[src/rtl/multi_mole_spawner.sv]
// -----------------------------------------------------------------------------
// multi_mole_spawner
//
// Runs NUM_MOLES independent mole channels off one shared 16-bit Galois LFSR
// and a 1 ms tick. Each channel cycles WAIT -> UP -> COOL. The random spawn
// delay and the visible time both shrink with the difficulty level. At most
// MAX_ACTIVE channels can be UP at once.
//
// Ports
//   clk           system clock
//   reset_n       asynchronous active-low reset (released synchronously upstream)
//   enable        game running; low parks every channel in WAIT and silences outputs
//   ms_tick       one-clk pulse every millisecond
//   level         difficulty level 0..3, sampled at each counter load
//   whack         one-clk pulse per hole
//   mole_up       channel i is UP (drives the LEDs)
//   hit_pulse     one-clk pulse: mole i whacked while UP
//   miss_pulse    one-clk pulse: mole i expired without being whacked
//   bad_whack     one-clk pulse: whack[i] while channel i is not UP
//   active_count  number of channels currently UP (popcount of mole_up)
// -----------------------------------------------------------------------------
module multi_mole_spawner #(
    parameter int          NUM_MOLES    = 4,
    parameter int          MAX_MS       = 2047,
    parameter int          MIN_DELAY_MS = 200,
    parameter int          UP_TIME_MS   = 1600,
    parameter int          COOL_MS      = 100,
    parameter int          MAX_ACTIVE   = 2,
    parameter logic [15:0] LFSR_SEED    = 16'hACE1
) (
    input  logic                           clk,
    input  logic                           reset_n,
    input  logic                           enable,
    input  logic                           ms_tick,
    input  logic [1:0]                     level,
    input  logic [NUM_MOLES-1:0]           whack,
    output logic [NUM_MOLES-1:0]           mole_up,
    output logic [NUM_MOLES-1:0]           hit_pulse,
    output logic [NUM_MOLES-1:0]           miss_pulse,
    output logic [NUM_MOLES-1:0]           bad_whack,
    output logic [$clog2(NUM_MOLES+1)-1:0] active_count
);

    localparam int TW = $clog2(MAX_MS + 1);
    localparam int CW = $clog2(NUM_MOLES + 1);

    typedef enum logic [1:0] {
        S_WAIT,
        S_UP,
        S_COOL
    } state_t;

    state_t               r_state [NUM_MOLES];
    logic [TW-1:0]        r_cnt   [NUM_MOLES];
    logic [15:0]          r_lfsr;

    logic [15:0]          w_lfsr_next;
    logic [NUM_MOLES-1:0] w_req;
    logic [NUM_MOLES-1:0] w_grant;
    logic [NUM_MOLES-1:0] w_stay_up;
    logic [NUM_MOLES-1:0] w_next_up;
    logic [CW-1:0]        w_next_count;

    // Rotate left so each channel sees a different slice of the shared LFSR.
    function automatic logic [15:0] rotl16(input logic [15:0] v, input int sh);
        int s;
        s = sh % 16;
        if (s == 0) return v;
        return (v << s) | (v >> (16 - s));
    endfunction

    // WAIT reload: minimum delay plus a random part scaled down by the level,
    // saturated at the counter range.
    function automatic logic [TW-1:0] wait_load(input logic [15:0] lfsr,
                                                input int          idx,
                                                input logic [1:0]  lvl);
        logic [15:0]   rot;
        logic [TW-1:0] rnd;
        int            sum;
        rot = rotl16(lfsr, 3 * idx);
        rnd = rot[TW-1:0] >> lvl;
        sum = MIN_DELAY_MS + int'(rnd);
        if (sum > MAX_MS) sum = MAX_MS;
        return TW'(sum);
    endfunction

    // UP reload: never zero, otherwise the expiry compare at cnt==1 is missed.
    function automatic logic [TW-1:0] up_load(input logic [1:0] lvl);
        int u;
        u = UP_TIME_MS >> lvl;
        if (u < 1) u = 1;
        return TW'(u);
    endfunction

    // Galois form of x^16 + x^14 + x^13 + x^11 + 1.
    assign w_lfsr_next = {1'b0, r_lfsr[15:1]} ^ (r_lfsr[0] ? 16'hB400 : 16'h0000);

    // NOTE: every combinational output gets a default before the loop, so no
    // path leaves it unassigned and no latch is inferred.
    always_comb begin
        w_req     = '0;
        w_stay_up = '0;
        for (int i = 0; i < NUM_MOLES; i++) begin
            w_req[i]     = enable && ms_tick && (r_state[i] == S_WAIT) && (r_cnt[i] == '0);
            w_stay_up[i] = enable && (r_state[i] == S_UP) && !whack[i]
                           && !(ms_tick && (r_cnt[i] == TW'(1)));
        end
    end

    // Free slots are judged on the count at the start of this cycle, so a slot
    // released now is only reusable on a later tick.
    always_comb begin
        int slots;
        w_grant = '0;
        slots   = MAX_ACTIVE - int'(active_count);
        for (int i = 0; i < NUM_MOLES; i++) begin
            if (w_req[i] && (slots > 0)) begin
                w_grant[i] = 1'b1;
                slots      = slots - 1;
            end
        end
    end

    always_comb begin
        w_next_up    = w_stay_up | w_grant;
        w_next_count = '0;
        for (int i = 0; i < NUM_MOLES; i++) begin
            w_next_count = w_next_count + CW'(w_next_up[i]);
        end
    end

    // NOTE: state and outputs use non-blocking assignments so every register
    // in this block updates from the same pre-edge values.
    always_ff @(posedge clk or negedge reset_n) begin
        if (!reset_n) begin
            r_lfsr       <= LFSR_SEED;
            mole_up      <= '0;
            hit_pulse    <= '0;
            miss_pulse   <= '0;
            bad_whack    <= '0;
            active_count <= '0;
            // NOTE: the per-channel arrays are real state registers with a
            // defined start value, so they are reset element by element.
            for (int i = 0; i < NUM_MOLES; i++) begin
                r_state[i] <= S_WAIT;
                r_cnt[i]   <= TW'(MIN_DELAY_MS + i);
            end
        end else begin
            r_lfsr       <= w_lfsr_next;
            mole_up      <= w_next_up;
            active_count <= w_next_count;
            hit_pulse    <= '0;
            miss_pulse   <= '0;
            bad_whack    <= '0;
            for (int i = 0; i < NUM_MOLES; i++) begin
                if (!enable) begin
                    r_state[i] <= S_WAIT;
                    r_cnt[i]   <= wait_load(r_lfsr, i, level);
                end else begin
                    case (r_state[i])
                        S_WAIT: begin
                            bad_whack[i] <= whack[i];
                            if (w_grant[i]) begin
                                r_state[i] <= S_UP;
                                r_cnt[i]   <= up_load(level);
                            end else if (ms_tick && (r_cnt[i] != '0)) begin
                                r_cnt[i] <= r_cnt[i] - TW'(1);
                            end
                        end
                        S_UP: begin
                            // A whack on the expiry tick counts as a hit.
                            if (whack[i]) begin
                                hit_pulse[i] <= 1'b1;
                                r_state[i]   <= S_COOL;
                                r_cnt[i]     <= TW'(COOL_MS);
                            end else if (ms_tick && (r_cnt[i] == TW'(1))) begin
                                miss_pulse[i] <= 1'b1;
                                r_state[i]    <= S_COOL;
                                r_cnt[i]      <= TW'(COOL_MS);
                            end else if (ms_tick) begin
                                r_cnt[i] <= r_cnt[i] - TW'(1);
                            end
                        end
                        S_COOL: begin
                            bad_whack[i] <= whack[i];
                            if (ms_tick && (r_cnt[i] == '0)) begin
                                r_state[i] <= S_WAIT;
                                r_cnt[i]   <= wait_load(r_lfsr, i, level);
                            end else if (ms_tick) begin
                                r_cnt[i] <= r_cnt[i] - TW'(1);
                            end
                        end
                        default: begin
                            r_state[i] <= S_WAIT;
                            r_cnt[i]   <= wait_load(r_lfsr, i, level);
                        end
                    endcase
                end
            end
        end
    end

endmodule

[config.mk]
export PLATFORM = sky130hd
export DESIGN_NAME = multi_mole_spawner
export DESIGN_NICKNAME = d
export VERILOG_FILES = /design/src/rtl/multi_mole_spawner.sv
export SDC_FILE = /design/constraint.sdc
export NUM_CORES = 1
export LEC_CHECK = 0
export BUFFER_PORTS_ARGS = -buffer_cell sky130_fd_sc_hd__buf_2
export CORE_MARGIN = 10
export CORE_UTILIZATION = 35
export CTS_BUF_LIST = sky130_fd_sc_hd__clkbuf_16
export CTS_CLUSTER_SIZE = 20
export DETAILED_ROUTE_END_ITERATION = 10
export HOLD_SLACK_MARGIN = 0.02
export SETUP_SLACK_MARGIN = 0.05
export SYNTH_ARGS = -nofsm -noshare
export SYNTH_HDL_FRONTEND = slang
export SYNTH_SLANG_ARGS = --single-unit
[constraint.sdc]
create_clock -name clk -period 16.1 [get_ports clk]
set_clock_uncertainty 0.1 [all_clocks]
set_input_delay 0.805 -clock clk [delete_from_list [all_inputs] [get_ports clk]]
set_output_delay 0.805 -clock clk [all_outputs]
set_load 0.05 [all_outputs]
; Word-level counts from Yosys, hierarchy flattened
; Index checks and enable logic that the tools add are counted.
[totals]
reg_bits = 87
latchBits = 0
ramBits = 0
rom_bits = 0
inputBits = 10
out_inout_bits = 19
wordCells = 261
n_memories = 0
[op_classes]
n_addsub = 17
n_mul = 0
div = 0
n_lt_le_gt_ge = 11
eq_ne = 28
shifts = 7
n_mux = 113
n_bitwise = 5
reduce_logical = 66
[ops]
columns = cell, count
row1 = $mux W11, 41
row2 = $pmux W11 S3, 4
row3 = $gt A32 B1 Y1 const B, 3
row4 = $mux W32, 3
row5 = $add A8 B11 Y12 const A, 6
row6 = $gt A12 B11 Y1 const B, 6
row7 = $shr A11 B2 Y11, 6
row8 = $sub A32 B2 Y32 const B, 2
row9 = $eq A11 B1 Y1 const B, 4
row10 = $logic_not A11 Y1, 4
row11 = $reduce_bool A11 Y1, 4
row12 = $sub A11 B1 Y11 const B, 4
row13 = $mux W1, 40
row14 = $mux W2, 20
row15 = $logic_and A1 B1 Y1, 37
row16 = $lt A32 B2 Y1 const B, 1
row17 = $ne A4 B3 Y1 const B, 8
row18 = $shr A11 B2 Y32 const A, 1
row19 = $ne A3 B3 Y1 const B, 8
row20 = $pmux W2 S3, 4
row21 = $mux W16, 1
row22 = $xor A15 B16 Y16, 1
row23 = $reduce_and A3 Y1, 4
row24 = $or A11 B3 Y11, 1
row25 = other kinds (15), 34

; Longest topological paths before layout
[depth]
depth_word = 18
mapped_depth = 27
ltp_nobuf = 25

; Least setup slack after synthesis
; No wires, ideal clock.
[synth_timing]
kind = reg2reg
start = reg active_count[2]
end = reg active_count[1]
setup_ns = 0.126
t_arrival_ns = 5.817
required_ns = 15.874
path_slack_ns = 10.057
path_stages_with_launch = 27
path_buffers = 3
period_less_slack_ns = 6.043
cell_sequence = dfrtp_1 > inv_1 > ha_1 > and4b_1 > and4_1 > buf_6 > buf_4 > nand2_1 > xnor2_1 > ha_1 > inv_1 > nor2_1 > mux2i_1 > nand3_1 > clkbuf_1 > mux2_2 > ha_1 > o211ai_1 > o21ai_0 > nor3_1 > mux2_2 > o211ai_4 > nand2_1 > nand2_1 > fa_1 > ha_1 > ha_1
[synth_between]
elab_chain_len = 15
word_cells_on_any_way = 23
classes_between = 7 x add/sub / 4 x order compare / 7 x mux / 1 x bitwise / 4 x reduce/logical
[synth_rtl]
columns = element, line
row1 = from (decl), 41  ; output logic [$clog2(NUM_MOLES+1)-1:0] active_count
row2 = from (signal assigned), 151  ; active_count <= w_next_count;
row3 = $sub A2 B3 Y4 (*), 115  ; slots = MAX_ACTIVE - int'(active_count);
row4 = $gt A4 B1 Y1, 117  ; if (w_req[i] && (slots > 0)) begin
row5 = $logic_and A1 B1 Y1, 117
row6 = $mux W32 (*), 117
row7 = $gt A32 B1 Y1, 117
row8 = $logic_and A1 B1 Y1, 117
row9 = $mux W32 (*), 117
row10 = $gt A32 B1 Y1, 117
row11 = $logic_and A1 B1 Y1, 117
row12 = $mux W32 (*), 117
row13 = $gt A32 B1 Y1 (*), 117
row14 = $logic_and A1 B1 Y1 (*), 117
row15 = $mux W1 (*), 117
row16 = $or A4 B4 Y4 (*), 125  ; w_next_up = w_stay_up | w_grant;
row17 = net w_next_up[3], 61  ; logic [NUM_MOLES-1:0] w_next_up;
row18 = $add A3 B1 Y3 (*), 128  ; w_next_count = w_next_count + CW'(w_next_up[i]);
row19 = net w_next_count[1], 62  ; logic [CW-1:0] w_next_count;
; The timed path passes the listed nets; every way through them passes the cells marked *.
; A chain may end at the register's enable or synchronous reset.

; Final worst setup path
[layout_timing]
start = in enable
end = reg active_count[1]
[layout_between]
elab_chain_len = 16
word_cells_on_any_way = 41
classes_between = 5 x add/sub / 3 x order compare / 7 x mux / 1 x bitwise / 25 x reduce/logical
[layout_rtl]
columns = element, line
row1 = from (decl), 33  ; input logic enable,
row2 = $logic_and A1 B1 Y1 (3 in a row), 104  ; w_req[i] = enable && ms_tick && (r_state[i] == S_WAIT) && (r_cnt[i] == '0);
row3 = $logic_and A1 B1 Y1, 117
row4 = $mux W32, 117
row5 = $gt A32 B1 Y1, 117
row6 = $logic_and A1 B1 Y1, 117
row7 = $mux W32, 117
row8 = $gt A32 B1 Y1, 117
row9 = $logic_and A1 B1 Y1, 117
row10 = $mux W32, 117
row11 = $gt A32 B1 Y1, 117
row12 = $logic_and A1 B1 Y1, 117
row13 = $mux W1, 117
row14 = $or A4 B4 Y4 (*), 125
row15 = net w_next_up[3], 61
row16 = $add A3 B1 Y3 (*), 128
row17 = net w_next_count[1], 62
; Marked as above.

==> results.py <==
metrics = {
    "logic_synthesis": {
        "synth_top_area_share_pct": 18.7,
        "ys_top_cells_by_area": "dfrtp_1 19%, dfstp_2 7.5%, nand2_1 6.3%",
        "synth_ff_type": "dfrtp_1",
        "synth_cells": 1121,
        "async_flop_share_pct": 100,
        "synth-compound-area-share_pct": 24.0,
        "synthesis.nets": 1170,
        "seq_area_frac_synth_pct": 26.1,
        "muxShareOfSynthArea_pct": 4.30,
        "syn_avg_cell_area_um2": 7.53,
        "yosys.area_share.adder_pct": 5.87,
        "synth_top_family_by_area": "simple AND/OR/NAND/NOR gates",
        "synthesis.area_mm2": 0.00845,
        "ys_ff_latch": 87,
        "synth_simple_gate_area_share_pct": 27.3,
        "synth_edf_count": 0,
        "synth_xor_area_share_pct": 7.26,
        "ys_types": 85,
        "yosys.area.top_type": "dfrtp_1",
        "ys_warn_count": 0,
    },
    "setup_path": {
        "reg2reg_from": "r_cnt[35]",
        "cpLargestDelayFamily": "simple AND/OR/NAND/NOR gates",
        "start_kind": "input pin",
        "rr_worst_depth": 21,
        "required_ns": 16.24,
        "reg2reg_slack_ns": 9.03,
        "endpoint_kind": "flop",
        "crit_chain": "buf_2, buf_4, nor4b_1, and4_1, nand2_1, xnor2_1, ha_1, inv_1, nor2_1, mux2i_1, nand3_1, mux2_2, ha_1, o211ai_1, o21ai_0, nor3_1, mux2_2, o211ai_4, nand2_1, nand2_1, fa_1, ha_1, ha_1",
        "slowest_stage": "and4_1",
        "crit_type": "in -> reg",
        "critical-path-top-cell-by-count": "ha_1",
        "cp.arrival_ns": 7.53,
        "rr_endpoint": "active_count[1]",
        "max_stage_delay_ns": 0.62,
        "path_buf_inv": 3,
        "path_max_fanout": 44,
    },
    "detailed_routing": {
        "wl_um": 26100,
        "wl_per_cell_um": 18.3,
        "drt_iter0_markers": 894,
        "drtAntennaViolNets": 0,
        "drtPass1Iterations": 5,
        "vias": 8287,
        "drc": 0,
        "viasPerCell": 5.82,
    },
    "run": {
        "cap_violations": 0,
    },
    "clock_network": {
        "cts-root-buf": "clkbuf_16",
        "clk_latency_ns": 0.36,
        "cts_resized": 0,
        "clock-sinks": 87,
        "htreeDepth": 3,
        "clkTransAtPathRegs_ns": 0.07,
        "post-cts-setup-buffer-count": 0,
        "cts_buffer_depth": 2,
        "hold_buffers": 0,
        "tritoncts": "yes",
        "cts_made_buffers": 9,
    },
    "power_and_ir_drop": {
        "p_leak_uw": 0.00369,
        "power_frac_seq_pct": 42.8,
        "powerDensity_mw_per_mm2": 69.9,
        "p_clk_share_pct": 33.8,
        "switchingPower_uw": 212,
        "swShare_pct": 33.6,
        "p_total_uw": 633,
        "pwr-share-comb_pct": 23.4,
        "peakVddDrop_mv": 0.0474,
        "power.internal_uw": 420,
    },
    "floorplanning": {
        "io_pins": 29,
        "core_area_mm2": 0.0236,
        "start_util_pct": 35.8,
        "die_area_mm2": 0.0307,
        "die_h_um": 175,
        "fp.dieW_um": 175,
        "rows": 56,
    },
    "placement": {
        "io_buffers": 28,
        "place_congestion": 0.961,
        "dp.cells": 1408,
        "hpwl_um": 19200,
    },
    "grt": {
        "first_global_vias": 7897,
        "grt-ovfl-total": 0,
        "grtUsageTotal_pct": 16.7,
        "grt_pass1_wl_um": 42600,
        "grt_antenna_before_repair": 0,
        "grt_max_degree": 73,
    },
    "final_layout": {
        "final_cells": 1424,
        "area_growth_pct": 7.16,
        "drive_gt1_share_pct": 11.2,
        "diodes": 0,
        "nNetsFinal": 1149,
    },
    "timing": {
        "max_freq_mhz": 135,
        "finalSetupViolations": 0,
        "period_share_pct": 45.9,
        "fin_crit_ns": 7.38,
        "hold_viol": 0,
        "setup_tns_ns": 0,
        "slew_headroom_pct": 25.6,
        "worst_pin_slew_ns": 1.11,
        "rsz0062_at_grt": "false",
        "slew_violations": 0,
    },
    "run_status": {
        "status": "finished clean",
    },
    "hold_path": {
        "holdCritPathClass": "in -> async",
    },
}
[cells in the final DEF, fill, tap and decap left out, types with 7 or more instances in the layout]
master and instances:
nor2_1 121, nand3_1 55, xor2_1 39, nand4_1 13
dfstp_2 24, o22ai_1 15, a21oi_1 73, nor3_1 25
dfrtp_1 63, a211oi_1 8, nor3b_1 7, o21a_1 13
nand2b_1 12, and3_1 12, a31oi_1 33, nor4_1 11
buf_4 9, buf_2 27, ha_1 38, a22oi_1 10
or2_2 13, xnor2_1 31, o21ai_0 85, o211ai_1 15
inv_1 39, mux2i_1 9, clkbuf_16 9, a21boi_0 8
nand3b_1 9, nand2_1 141, nor2b_1 16, mux2_2 12
[routing by layer]
layer | GRT usage [%] | wire length (um) | up-vias
li1 | - | - | 3996
met1 | 23.1 | 12200 | 3962
met2 | 25.9 | 11500 | 285
met3 | 2.21 | 1750 | 44
met4 | 6.43 | 646 | 0
met5 | 0 | 0 | -
[layout make-up]
type | instances | area, um2
fillers | 2472 | 14600
multi-input cells | 926 | 5800
flip-flops and latches | 87 | 2210
well taps | 319 | 399
clock buffers | 9 | 225
repair buffers | 36 | 203
inverters | 40 | 150
clock inverters | 7 | 65.1
[power groups by stage]
stage / logic (uW) / clock network (uW) / registers [uW]
global placement: 145 / 0 / 273
global route: 165 / 228 / 274
CTS: 147 / 220 / 270
finish: 148 / 214 / 271
detailed placement: 146 / 0 / 274
floorplan: 123 / 0 / 258
[stage by stage]
stage          util, %  instance area (um2)  hold slack, ns  setup WS [ns]
2_1_floorplan        -                 8450           0.252          10.06
3_3_place_gp      37.1                 8760           0.301           8.65
3_5_place_dp      37.1                 8760           0.303           8.43
4_1_cts           38.3                 9050           0.205           8.80
5_1_grt           38.3                 9050           0.209           8.20
6_report          38.3                 9050           0.205           8.72
[logic make-up (layout without fill, tap and decap cells)]
family	after synthesis	after routing
AO/OA/AOI/OAI	318	318
flip-flops	87	87
buffers and inverters	108	92
XOR/XNOR	70	70
adder cells (fa/ha/maj)	39	39
multiplexers	28	28
AND/OR/NAND/NOR	471	471
[worst max-delay path by stage]
| stage | start | cells after the start | slack (ns) | endpoint |
|---|---|---|---|---|
| after CTS | enable | 23 | 8.80 | active_count[1] |
| after global placement | enable | 23 | 8.65 | active_count[1] |
| final | enable | 23 | 8.72 | active_count[1] |
| after global routing | enable | 25 | 8.20 | active_count[1] |
| after floorplan | active_count[2] | 26 | 10.06 | active_count[1] |
| after detailed placement | enable | 23 | 8.43 | active_count[1] |
[cell usage after synthesis, types with 15 or more instances]
cell and instances:
nand2_1 141, nor2_1 121, o21ai_0 85, a21oi_1 73, dfrtp_1 63, nand3_1 55
clkbuf_1 49, xor2_1 39, ha_1 38, inv_1 38, a31oi_1 33, xnor2_1 31
nor3_1 25, dfstp_2 24, nor2b_1 16, o211ai_1 15, o22ai_1 15
[registers in the layout, summed over array words and instances, names as in the netlist]
signal        flops
r_state           8
active_count      3
mole_up           4
r_cnt            44
hit_pulse         4
r_lfsr           16
miss_pulse        4
bad_whack         4
Note: power is estimated with default switching activity, not from simulation.
